<file path="src/rtl/pulp_cluster_package.sv">
// Shared types for cluster AXI port isolation sequencing.
package pulp_cluster_package;

    typedef enum logic [1:0] {
        RUN      = 2'd0,
        DRAIN    = 2'd1,
        ISOLATED = 2'd2
    } isolate_state_e;

    function automatic int unsigned txn_cnt_width(input int unsigned max_txns);
        return $clog2(max_txns + 1);
    endfunction

endpackage

</file>
<file path="src/rtl/cluster_txn_counter.sv">
// Saturating up/down counter of outstanding AXI transactions.
module cluster_txn_counter
    import pulp_cluster_package::*;
#(
    parameter int unsigned MAX_TXNS = 8,
    parameter int unsigned W        = txn_cnt_width(MAX_TXNS)
) (
    input  logic         clk_i,
    input  logic         rst_i,
    input  logic         inc_i,
    input  logic         dec_i,
    output logic [W-1:0] count_o,
    output logic [W-1:0] count_next_o,
    output logic         full_o,
    output logic         empty_o
);

    logic [W-1:0] count_q, count_d;

    assign full_o       = (count_q == W'(MAX_TXNS));
    assign empty_o      = (count_q == '0);
    assign count_o      = count_q;
    assign count_next_o = count_d;

    always_comb begin
        count_d = count_q;
        if (inc_i && !dec_i && !full_o) begin
            count_d = count_q + 1'b1;
        end else if (dec_i && !inc_i && !empty_o) begin
            count_d = count_q - 1'b1;
        end
    end

    always_ff @(posedge clk_i or posedge rst_i) begin
        if (rst_i) begin
            count_q <= '0;
        end else begin
            count_q <= count_d;
        end
    end

    // A response with nothing outstanding is a protocol error upstream.
    dec_at_zero: assert property (
        @(posedge clk_i) disable iff (rst_i) !(dec_i && !inc_i && empty_o)
    );

endmodule

</file>
<file path="src/rtl/cluster_axi_isolate_ctrl.sv">
// Per-port AXI drain/isolation sequencer with outstanding-txn caps.
// Optional drain timeout: define CLUSTER_AXI_ISOLATE_TIMEOUT_EN.
module cluster_axi_isolate_ctrl
    import pulp_cluster_package::*;
#(
    parameter int unsigned MAX_TXNS       = 8,
    parameter int unsigned TIMEOUT_CYCLES = 1024
) (
    input  logic                           clk_i,
    input  logic                           rst_i,
    input  logic                           isolate_req_i,
    output logic                           isolated_o,
    input  logic                           slv_aw_valid_i,
    output logic                           slv_aw_ready_o,
    output logic                           mst_aw_valid_o,
    input  logic                           mst_aw_ready_i,
    input  logic                           slv_ar_valid_i,
    output logic                           slv_ar_ready_o,
    output logic                           mst_ar_valid_o,
    input  logic                           mst_ar_ready_i,
    input  logic                           b_valid_i,
    input  logic                           b_ready_i,
    input  logic                           r_valid_i,
    input  logic                           r_ready_i,
    input  logic                           r_last_i,
    output logic [$clog2(MAX_TXNS+1)-1:0]  wr_outstanding_o,
    output logic [$clog2(MAX_TXNS+1)-1:0]  rd_outstanding_o,
    output logic                           drain_timeout_o
);

    localparam int unsigned CW = txn_cnt_width(MAX_TXNS);

    isolate_state_e state_q;
    logic           isolated_q;
    logic           aw_pending_q, aw_pending_d;
    logic           ar_pending_q, ar_pending_d;
    logic           aw_allow, ar_allow;
    logic           aw_hs, ar_hs, b_hs, r_hs;
    logic           wr_full, wr_empty, rd_full, rd_empty;
    logic [CW-1:0]  wr_next, rd_next;
    logic           drained;
    logic           unused_flags;

    assign aw_allow = aw_pending_q | ((state_q == RUN) & ~wr_full);
    assign ar_allow = ar_pending_q | ((state_q == RUN) & ~rd_full);

    assign mst_aw_valid_o = slv_aw_valid_i & aw_allow;
    assign slv_aw_ready_o = mst_aw_ready_i & aw_allow;
    assign mst_ar_valid_o = slv_ar_valid_i & ar_allow;
    assign slv_ar_ready_o = mst_ar_ready_i & ar_allow;

    assign aw_hs = mst_aw_valid_o & mst_aw_ready_i;
    assign ar_hs = mst_ar_valid_o & mst_ar_ready_i;
    assign b_hs  = b_valid_i & b_ready_i;
    assign r_hs  = r_valid_i & r_ready_i & r_last_i;

    // Once presented downstream, a request stays allowed until accepted.
    assign aw_pending_d = aw_hs ? 1'b0 : (mst_aw_valid_o | aw_pending_q);
    assign ar_pending_d = ar_hs ? 1'b0 : (mst_ar_valid_o | ar_pending_q);

    assign drained = (wr_next == '0) && (rd_next == '0)
                   && !aw_pending_d && !ar_pending_d;

    cluster_txn_counter #(.MAX_TXNS(MAX_TXNS), .W(CW)) i_wr_cnt (
        .clk_i        (clk_i),
        .rst_i        (rst_i),
        .inc_i        (aw_hs),
        .dec_i        (b_hs),
        .count_o      (wr_outstanding_o),
        .count_next_o (wr_next),
        .full_o       (wr_full),
        .empty_o      (wr_empty)
    );

    cluster_txn_counter #(.MAX_TXNS(MAX_TXNS), .W(CW)) i_rd_cnt (
        .clk_i        (clk_i),
        .rst_i        (rst_i),
        .inc_i        (ar_hs),
        .dec_i        (r_hs),
        .count_o      (rd_outstanding_o),
        .count_next_o (rd_next),
        .full_o       (rd_full),
        .empty_o      (rd_empty)
    );

    always_ff @(posedge clk_i or posedge rst_i) begin
        if (rst_i) begin
            aw_pending_q <= 1'b0;
            ar_pending_q <= 1'b0;
        end else begin
            aw_pending_q <= aw_pending_d;
            ar_pending_q <= ar_pending_d;
        end
    end

    always_ff @(posedge clk_i or posedge rst_i) begin
        if (rst_i) begin
            state_q    <= RUN;
            isolated_q <= 1'b0;
        end else begin
            unique case (state_q)
                RUN: begin
                    if (isolate_req_i) state_q <= DRAIN;
                end
                DRAIN: begin
                    if (!isolate_req_i) begin
                        state_q <= RUN;
                    end else if (drained) begin
                        state_q    <= ISOLATED;
                        isolated_q <= 1'b1;
                    end
                end
                ISOLATED: begin
                    if (!isolate_req_i) begin
                        state_q    <= RUN;
                        isolated_q <= 1'b0;
                    end
                end
                default: begin
                    state_q    <= RUN;
                    isolated_q <= 1'b0;
                end
            endcase
        end
    end

    assign isolated_o = isolated_q;

`ifdef CLUSTER_AXI_ISOLATE_TIMEOUT_EN
    localparam int unsigned TW = $clog2(TIMEOUT_CYCLES + 1);
    localparam logic [TW-1:0] TMO_LAST = TW'(TIMEOUT_CYCLES - 1);

    logic [TW-1:0] tmo_cnt_q;
    logic          tmo_q;
    logic          stay_drain;

    assign stay_drain = (state_q == DRAIN) && isolate_req_i && !drained;

    always_ff @(posedge clk_i or posedge rst_i) begin
        if (rst_i) begin
            tmo_cnt_q <= '0;
            tmo_q     <= 1'b0;
        end else begin
            if ((state_q == DRAIN) && (tmo_cnt_q == TMO_LAST)) tmo_q <= 1'b1;
            if (!stay_drain) begin
                tmo_cnt_q <= '0;
            end else if (tmo_cnt_q != TMO_LAST) begin
                tmo_cnt_q <= tmo_cnt_q + 1'b1;
            end
        end
    end

    assign drain_timeout_o = tmo_q;
    assign unused_flags    = wr_empty | rd_empty;
`else
    assign drain_timeout_o = 1'b0;
    assign unused_flags    = wr_empty | rd_empty | (TIMEOUT_CYCLES == 0);
`endif

endmodule

</file>
<file path="config.mk">
export PLATFORM = sky130hd
export DESIGN_NAME = cluster_axi_isolate_ctrl
export DESIGN_NICKNAME = d
export VERILOG_FILES = /design/src/rtl/pulp_cluster_package.sv /design/src/rtl/cluster_txn_counter.sv /design/src/rtl/cluster_axi_isolate_ctrl.sv
export SDC_FILE = /design/constraint.sdc
export NUM_CORES = 1
export LEC_CHECK = 0
export ABC_AREA = 1
export BUFFER_PORTS_ARGS = -buffer_cell sky130_fd_sc_hd__buf_2
export CORE_ASPECT_RATIO = 0.75
export CORE_MARGIN = 2
export CORE_UTILIZATION = 50
export DETAILED_ROUTE_END_ITERATION = 8
export PLACE_DENSITY = 0.76
export SLEW_MARGIN = 30
export SYNTH_ARGS = -nofsm -noshare
export SYNTH_HDL_FRONTEND = slang
export SYNTH_SLANG_ARGS = --single-unit
</file>
<file path="constraint.sdc">
create_clock -name clk_i -period 2.05 [get_ports clk_i]
set_input_delay 0.1025 -clock clk_i [delete_from_list [all_inputs] [get_ports clk_i]]
set_output_delay 0.1025 -clock clk_i [all_outputs]
set_load 0.1 [all_outputs]
</file>
==> results by group, run 1 <==
Run status
  • Run status: finished clean

Finish
  • Sequential cell area: 345 sq um
  • Net count, final: 202
  • Leading cell type in the layout, fill and taps excluded: sky130_fd_sc_hd__nand2_1
  • Number of fill cells: 158
  • Total area of multi-input combinational cells: 761 sq um
  • Final non-filler cell area: 0.00147 sq mm
  • Area Growth Syn to Fin: 39.4%
  • Ratio of cells with drive above 1 in the final layout: 47.0%
  • Commonest non-fill, non-tap cells in the layout: sky130_fd_sc_hd__nand2_1 (29), sky130_fd_sc_hd__inv_1 (25), sky130_fd_sc_hd__buf_2 (24)
  • Ant diodes: 0

Routing
  • Count of routing violations after the opening detailed-route iteration: 42
  • Number of nets with antenna violations after detailed routing: 0
  • Total via count after detailed routing: 1070
  • Drt via density: 5.12
  • Routed WL: 2.54 mm
  • Number of iterations in the first detailed-routing pass: 4
  • DRC errors left: 0
  • Routed len/inst: 12.1 microns

Pwr
  • Switching fraction of total power: 62.1%
  • VDD IR max: 1.27 mV
  • Static leakage: 0.749 nW
  • Power per cell area: 1630 mW/mm^2
  • Switching power: 1.48 mW
  • Internal cell power: 0.906 mW
  • Comb power frac: 71.3%
  • Clock Power Share: 6.7%
  • Share of power burned in registers: 22.0%

Global routing
  • Largest net degree at the start of global routing: 14
  • GR Util met1: 28.8%
  • GR met3 Demand/Resource: 5.37%
  • Met2 Track Usage GR: 29.2%
  • Congestion Overflow GR: 0
  • Most used routing layer: met2
  • Number of antenna violations at the first check in global routing: 0
  • Global-route wire length before repair: 3.71 mm
  • Vias in the first global route: 858
  • Total routing usage reported by global routing: 19.2%

Floorplan
  • Chip Width: 57.0 microns
  • Boundary pin count: 26
  • Vertical extent of the die: 43.8 microns
  • Core Area: 0.00200 sq mm
  • Die area: 0.00249 sq mm
  • Effective utilization at floorplan: 52.8%
  • Row cnt: 14

Synth
  • Syn Nets: 167
  • Total number of yosys warnings: 0
  • Flip-flop and latch count after synthesis: 13
  • Gate count of the mapped netlist: 151
  • Syn Std Cell Area: 0.00105 sq mm
  • Ranking of synthesized cells by area: sky130_fd_sc_hd__dfrtp_1 (31%), sky130_fd_sc_hd__nand2_1 (14%), sky130_fd_sc_hd__inv_1 (10%)
  • Netlist cell types: 27
  • Cell taking the most area after synthesis: sky130_fd_sc_hd__dfrtp_1
  • Mean instance size in the synthesized netlist: 6.98 sq um
  • Post-synth top area share: 30.9%
  • Share of the yosys chip area belonging to registers: 30.9%

Setup path
  • Setup slack of the worst register-to-register path: 0.06 ns
  • Cell type with the highest occurrence count on the critical path: sky130_fd_sc_hd__nand2_4
  • Slowest cell on the critical path: sky130_fd_sc_hd__dfrtp_4
  • Arrival time worst endpoint: 2.20 ns
  • Worst setup path endpoint: state_q[1]
  • Launching element type of the critical path: flip-flop
  • Worst path cell trace: inv_4 > ha_4 > nand3_4 > nand2_4 > nand2_4 > nand3_4 > nand2_4 > nand2_2 > nand2_2 > a21oi_2 > nand2_1 > nor2_2 > nand2_1 > o21ai_1
  • Critical path peak fanout: 5
  • FF-to-FF path depth: 14
  • Worst endpoint required time: 2.26 ns
  • Startpoint-to-endpoint class of the critical path: reg2reg
  • Worst reg2reg startpoint: i_wr_cnt.count_o[1]
  • R2R Path End: state_q[1]
  • Maximum cell stage delay along the critical path: 0.51 ns
  • Worst setup EP type: flip-flop
  • Launching element of the worst setup path: i_wr_cnt.count_o[1]

Flow run
  • Number of max-capacitance violations reported: 0

Timing
  • Worst Hold Slack: 0.108 ns
  • Worst Slack Setup Final: 0.0579 ns
  • Final Hold Fails: 0
  • Crit share post-route: 97.2%
  • Fmax: 502 MHz
  • Number of pins with negative max-slew slack in the final report: 0
  • Post-layout min period: 1.99 ns
  • Final TNS setup: 0 ns
  • Clock tree skew after final layout: 0.00177 ns
  • Setup repair after global routing missed its margin: true
  • Setup-violating endpoint count in the final report: 0

Placement
  • Post-Place Cell Area: 0.00130 sq mm
  • Final Wtd Congestion: 0.824
  • Worst-case setup slack after placement: 0.0463 ns
  • Port Buffer Count: 24
  • Detailed Place HPWL: 1.89 mm

Min path
  • Hold Path Origin: isolate_req_i
  • Hold/Removal Path Class: in2reg

Clocking
  • Clock latency reported for the late side of the worst-skew pair: 0.28 ns
  • Number of clock buffers inserted by TritonCTS: 3
  • Htree depth: 1
  • Buffer type at the clock tree root: sky130_fd_sc_hd__clkbuf_4
  • CTS tree: built
  • Maximum clock insertion buffer count: 2
  • Total clock sinks: 13
  • Clock Pin Slew Worst Setup and Hold Paths: 0.08 ns
[routing by layer]
metal,routed length [microns],vias to the layer above
met4,0,0
met2,1140,27
met1,1270,501
met3,127,0
li1,-,542
met5,0,-
[worst min-delay path by stage]
stage                         endpoint  slack (ns)  cells past startpoint
final                       isolated_o        0.11                      3
after global routing        isolated_o         0.1                      3
after detailed placement  ar_pending_q        0.14                      2
after CTS                   state_q[0]        0.09                      3
after floorplan           ar_pending_q       -0.02                      1
after global placement    aw_pending_q        0.13                      2
[state kept, by name (all words and copies together), names as in the netlist]
name	cells
isolated_o	1
i_rd_cnt.count_o	4
ar_pending_q	1
i_wr_cnt.count_o	4
state_q	2
aw_pending_q	1
[cells by family after synthesis]
kind of cell               synth area share [%]
AOI/OAI and AO/OA                          7.60
xor gates and xnor gates                   3.33
adders and majority gates                  4.75
buffers and inverters                      12.1
DFF                                        30.9
other                                     0.356
and+or+nand+nor                            41.0
[Yosys cell counts]
cell type	n
sky130_fd_sc_hd__nand2_4	1
sky130_fd_sc_hd__ha_1	4
sky130_fd_sc_hd__nor2_2	4
sky130_fd_sc_hd__o21ai_0	2
sky130_fd_sc_hd__nor2_1	6
sky130_fd_sc_hd__nand4_1	2
sky130_fd_sc_hd__nand3_4	1
sky130_fd_sc_hd__a21boi_0	1
sky130_fd_sc_hd__o21bai_1	1
sky130_fd_sc_hd__a31oi_2	1
sky130_fd_sc_hd__xor2_1	4
sky130_fd_sc_hd__nand2_1	40
sky130_fd_sc_hd__nand4_4	1
sky130_fd_sc_hd__nand3_2	2
sky130_fd_sc_hd__nand3b_1	1
sky130_fd_sc_hd__or2_0	1
sky130_fd_sc_hd__inv_2	3
sky130_fd_sc_hd__nand4_2	1
sky130_fd_sc_hd__inv_1	29
sky130_fd_sc_hd__a21oi_1	4
sky130_fd_sc_hd__conb_1	1
sky130_fd_sc_hd__a21oi_2	2
sky130_fd_sc_hd__nand2_2	4
sky130_fd_sc_hd__buf_4	1
sky130_fd_sc_hd__nand3_1	20
sky130_fd_sc_hd__o21ai_1	1
sky130_fd_sc_hd__dfrtp_1	13
[power groups by stage]
stage	logic, mW	clock network [mW]	registers, mW
after floorplan	0.711	0	1.10
after global placement	1.50	0	0.521
after detailed placement	1.52	0	0.528
after CTS	1.53	0.161	0.521
after global routing	1.82	0.178	0.539
final	1.70	0.160	0.526
[metrics by stage]
step	utilization (%)	power [mW]	std cells
floorplan	-	1.81	151
global placement	65.1	2.03	198
detailed placement	65.1	2.05	198
CTS	67.0	2.21	203
global route	73.6	2.53	209
finish	73.6	2.39	209
[critical path: cells and delay by family, from the launching register on]
| family | cells | cell delay, ns |
|---|---|---|
| flip-flops | 1 | 0.51 |
| adder cells (fa/ha/maj) | 1 | 0.16 |
| AO/OA/AOI/OAI | 2 | 0.30 |
| buffers and inverters | 1 | 0.08 |
| AND/OR/NAND/NOR | 10 | 0.86 |
[layout make-up]
cell class | count | share of cell area, %
clock buffer | 3 | 1.53
clock inverter | 1 | 0.341
inverter | 32 | 8.86
multi-input combinational | 105 | 51.8
sequential | 13 | 23.5
tap | 24 | 2.04
timing repair buffer | 31 | 11.9
[repair_timing]
item	in CTS	in global routing
gates resized for setup	0	22
setup endpoints to repair	0	2
buffers inserted	0	6
hold buffers	1	0
hold endpoints to repair	13	0
No activity file was read; power rests on OpenSTA's default activity.
==> run 2, diff against run 1 <==
CELL_PAD_IN_SITES_DETAIL_PLACEMENT = 0   (was default)
CELL_PAD_IN_SITES_GLOBAL_PLACEMENT = 1   (was default)
CORE_UTILIZATION = 37   (was 50)
PLACE_DENSITY = default   (was 0.76)
PLACE_DENSITY_LB_ADDON = 0.1   (was default)
==> results by group, run 2 (synthesis gave the netlist of run 1 again) <==
Run status
  • Run status: finished clean

Routing
  • Routed len/inst: 11.7 microns
  • Number of iterations in the first detailed-routing pass: 4
  • Drt via density: 4.76
  • Total via count after detailed routing: 1062
  • Count of routing violations after the opening detailed-route iteration: 39
  • DRC errors left: 0
  • Number of nets with antenna violations after detailed routing: 0
  • Routed WL: 2.61 mm

Setup path
  • Setup slack of the worst register-to-register path: 0.03 ns
  • Worst path cell trace: inv_4 > ha_4 > nand3_4 > nand2_2 > nand2_4 > nand3_4 > nand2_4 > nand2_1 > nand2_1 > a21oi_2 > nand2_2 > nor2_4 > nand2_1 > o21ai_1
  • Worst reg2reg startpoint: i_wr_cnt.count_o[0]
  • Arrival time worst endpoint: 2.18 ns
  • Startpoint-to-endpoint class of the critical path: reg2reg
  • Maximum cell stage delay along the critical path: 0.50 ns
  • R2R Path End: state_q[1]
  • Worst setup EP type: flip-flop
  • Slowest cell on the critical path: sky130_fd_sc_hd__dfrtp_4
  • Launching element type of the critical path: flip-flop
  • Critical path peak fanout: 5
  • FF-to-FF path depth: 14
  • Cell type with the highest occurrence count on the critical path: sky130_fd_sc_hd__nand2_1
  • Worst endpoint required time: 2.21 ns

Min path
  • WHS Endpoint: isolated_o
  • Hold Path Origin: isolate_req_i
  • Hold/Removal Path Class: in2reg
  • Hold-critical path depth: 3

Finish
  • Net count, final: 204
  • Leading cell type in the layout, fill and taps excluded: sky130_fd_sc_hd__nand2_1
  • Area Growth Syn to Fin: 47.6%
  • Ratio of cells with drive above 1 in the final layout: 49.2%
  • Ant diodes: 0
  • Final instance count without filler cells: 223
  • Commonest non-fill, non-tap cells in the layout: sky130_fd_sc_hd__nand2_1 (27), sky130_fd_sc_hd__inv_1 (25), sky130_fd_sc_hd__buf_2 (24)

Timing
  • Relative slew slack: 66.4%
  • Clock tree skew after final layout: 0.00256 ns
  • Setup-violating endpoint count in the final report: 0
  • Fmax: 494 MHz
  • Slew at the pin with the worst max-slew slack: 0.503 ns
  • Setup repair after global routing missed its margin: true
  • Number of pins with negative max-slew slack in the final report: 0
  • Post-layout min period: 2.02 ns
  • Final Hold Fails: 0
  • Crit share post-route: 98.7%

Clocking
  • Clock latency reported for the late side of the worst-skew pair: 0.24 ns
  • Buffer type at the clock tree root: sky130_fd_sc_hd__clkbuf_8
  • CTS tree: built
  • Maximum clock insertion buffer count: 2
  • Htree depth: 1
  • Number of clock buffers inserted by TritonCTS: 3
  • Clock Pin Slew Worst Setup and Hold Paths: 0.05 ns
  • Total clock sinks: 13

Global routing
  • Congestion Overflow GR: 0
  • Vias in the first global route: 976
  • Number of antenna violations at the first check in global routing: 0
  • Total routing usage reported by global routing: 16.6%
  • Largest net degree at the start of global routing: 14
  • Global-route wire length before repair: 4.28 mm

Floorplan
  • Vertical extent of the die: 50.2 microns
  • Die area: 0.00329 sq mm
  • Chip Width: 65.6 microns
  • Core Area: 0.00266 sq mm
  • Boundary pin count: 26
  • Row cnt: 16
  • Effective utilization at floorplan: 39.6%

Placement
  • Total instance count after detailed placement: 210
  • Port Buffer Count: 24
  • Detailed Place HPWL: 2.02 mm
  • Final Wtd Congestion: 0.850

Pwr
  • VDD IR max: 0.980 mV
  • Static leakage: 0.770 nW
  • Sum of internal, switching and leakage power: 2.48 mW
  • Power per cell area: 1600 mW/mm^2

Flow run
  • Number of max-capacitance violations reported: 0
run 2: changes by cell type in the layout (fill, tap and decap cells not counted), sizes merged:
| cell | change |
|---|---|
| clkinv | -1 |
| buf | +2 |
| clkbuf | +1 |
run 2: worst max-delay path: cells and delay by family, from the launching register on:
kind	cells	cell delay [ns]
simple gates	10	0.90
flops	1	0.50
compound gates	2	0.31
fa+ha+maj	1	0.16
buf+inv	1	0.08
run 2: cell type report:
| class | count | area, sq um |
|---|---|---|
| Clock buffer | 4 | 45.0 |
| Fill cell | 266 | 1110 |
| Inverter | 32 | 128 |
| Multi-Input combinational cell | 105 | 790 |
| Sequential cell | 13 | 345 |
| Tap cell | 36 | 45.0 |
| Timing Repair Buffer | 33 | 203 |
run 2: worst max path at each step:
stage | slack [ns] | cells after the start | start | end
floorplan | -0.43 | 13 | i_rd_cnt.count_o[0] | isolated_o
global placement | 0.07 | 14 | i_wr_cnt.count_o[0] | isolated_o
detailed placement | 0.02 | 14 | i_wr_cnt.count_o[0] | isolated_o
CTS | 0.01 | 14 | i_wr_cnt.count_o[0] | isolated_o
global route | -0.08 | 14 | i_wr_cnt.count_o[0] | state_q[1]
finish | 0.03 | 14 | i_wr_cnt.count_o[0] | state_q[1]
run 2: per-layer routing:
| layer | vias up | routed length (microns) | GRT usage (%) |
|---|---|---|---|
| li1 | 542 | - | - |
| met4 | 0 | 0 | 2.08 |
| met3 | 0 | 201 | 4.26 |
| met5 | - | 0 | 0 |
| met2 | 39 | 1120 | 23.8 |
| met1 | 481 | 1290 | 25.5 |
run 2: through the flow:
| stage | TNS [ns] | instance area [sq um] | util, % | worst slack [ns] | hold slack, ns |
|---|---|---|---|---|---|
| global route | -0.163 | 1560 | 58.4 | -0.0801 | 0.144 |
| floorplan | -1.30 | 1160 | - | -0.435 | -0.0207 |
| global placement | 0 | 1320 | 49.4 | 0.0692 | 0.150 |
| detailed placement | 0 | 1320 | 49.4 | 0.0214 | 0.147 |
| CTS | 0 | 1370 | 51.5 | 0.0124 | 0.141 |
| finish | 0 | 1560 | 58.4 | 0.0267 | 0.149 |
run 2: power by group:
group / internal, mW / switching (mW) / leakage (nW)
Clock: 0.137 / 0.0835 / 0.0228
Sequential: 0.382 / 0.136 / 0.147
Combinational: 0.463 / 1.28 / 0.599
Total: 0.982 / 1.50 / 0.770
run 2: what timing repair did:
action,4_1_cts,5_1_grt
buffers inserted,0,8
hold endpoints to repair,13,0
hold buffers,1,0
gates resized for setup,0,27
setup endpoints to repair,0,3
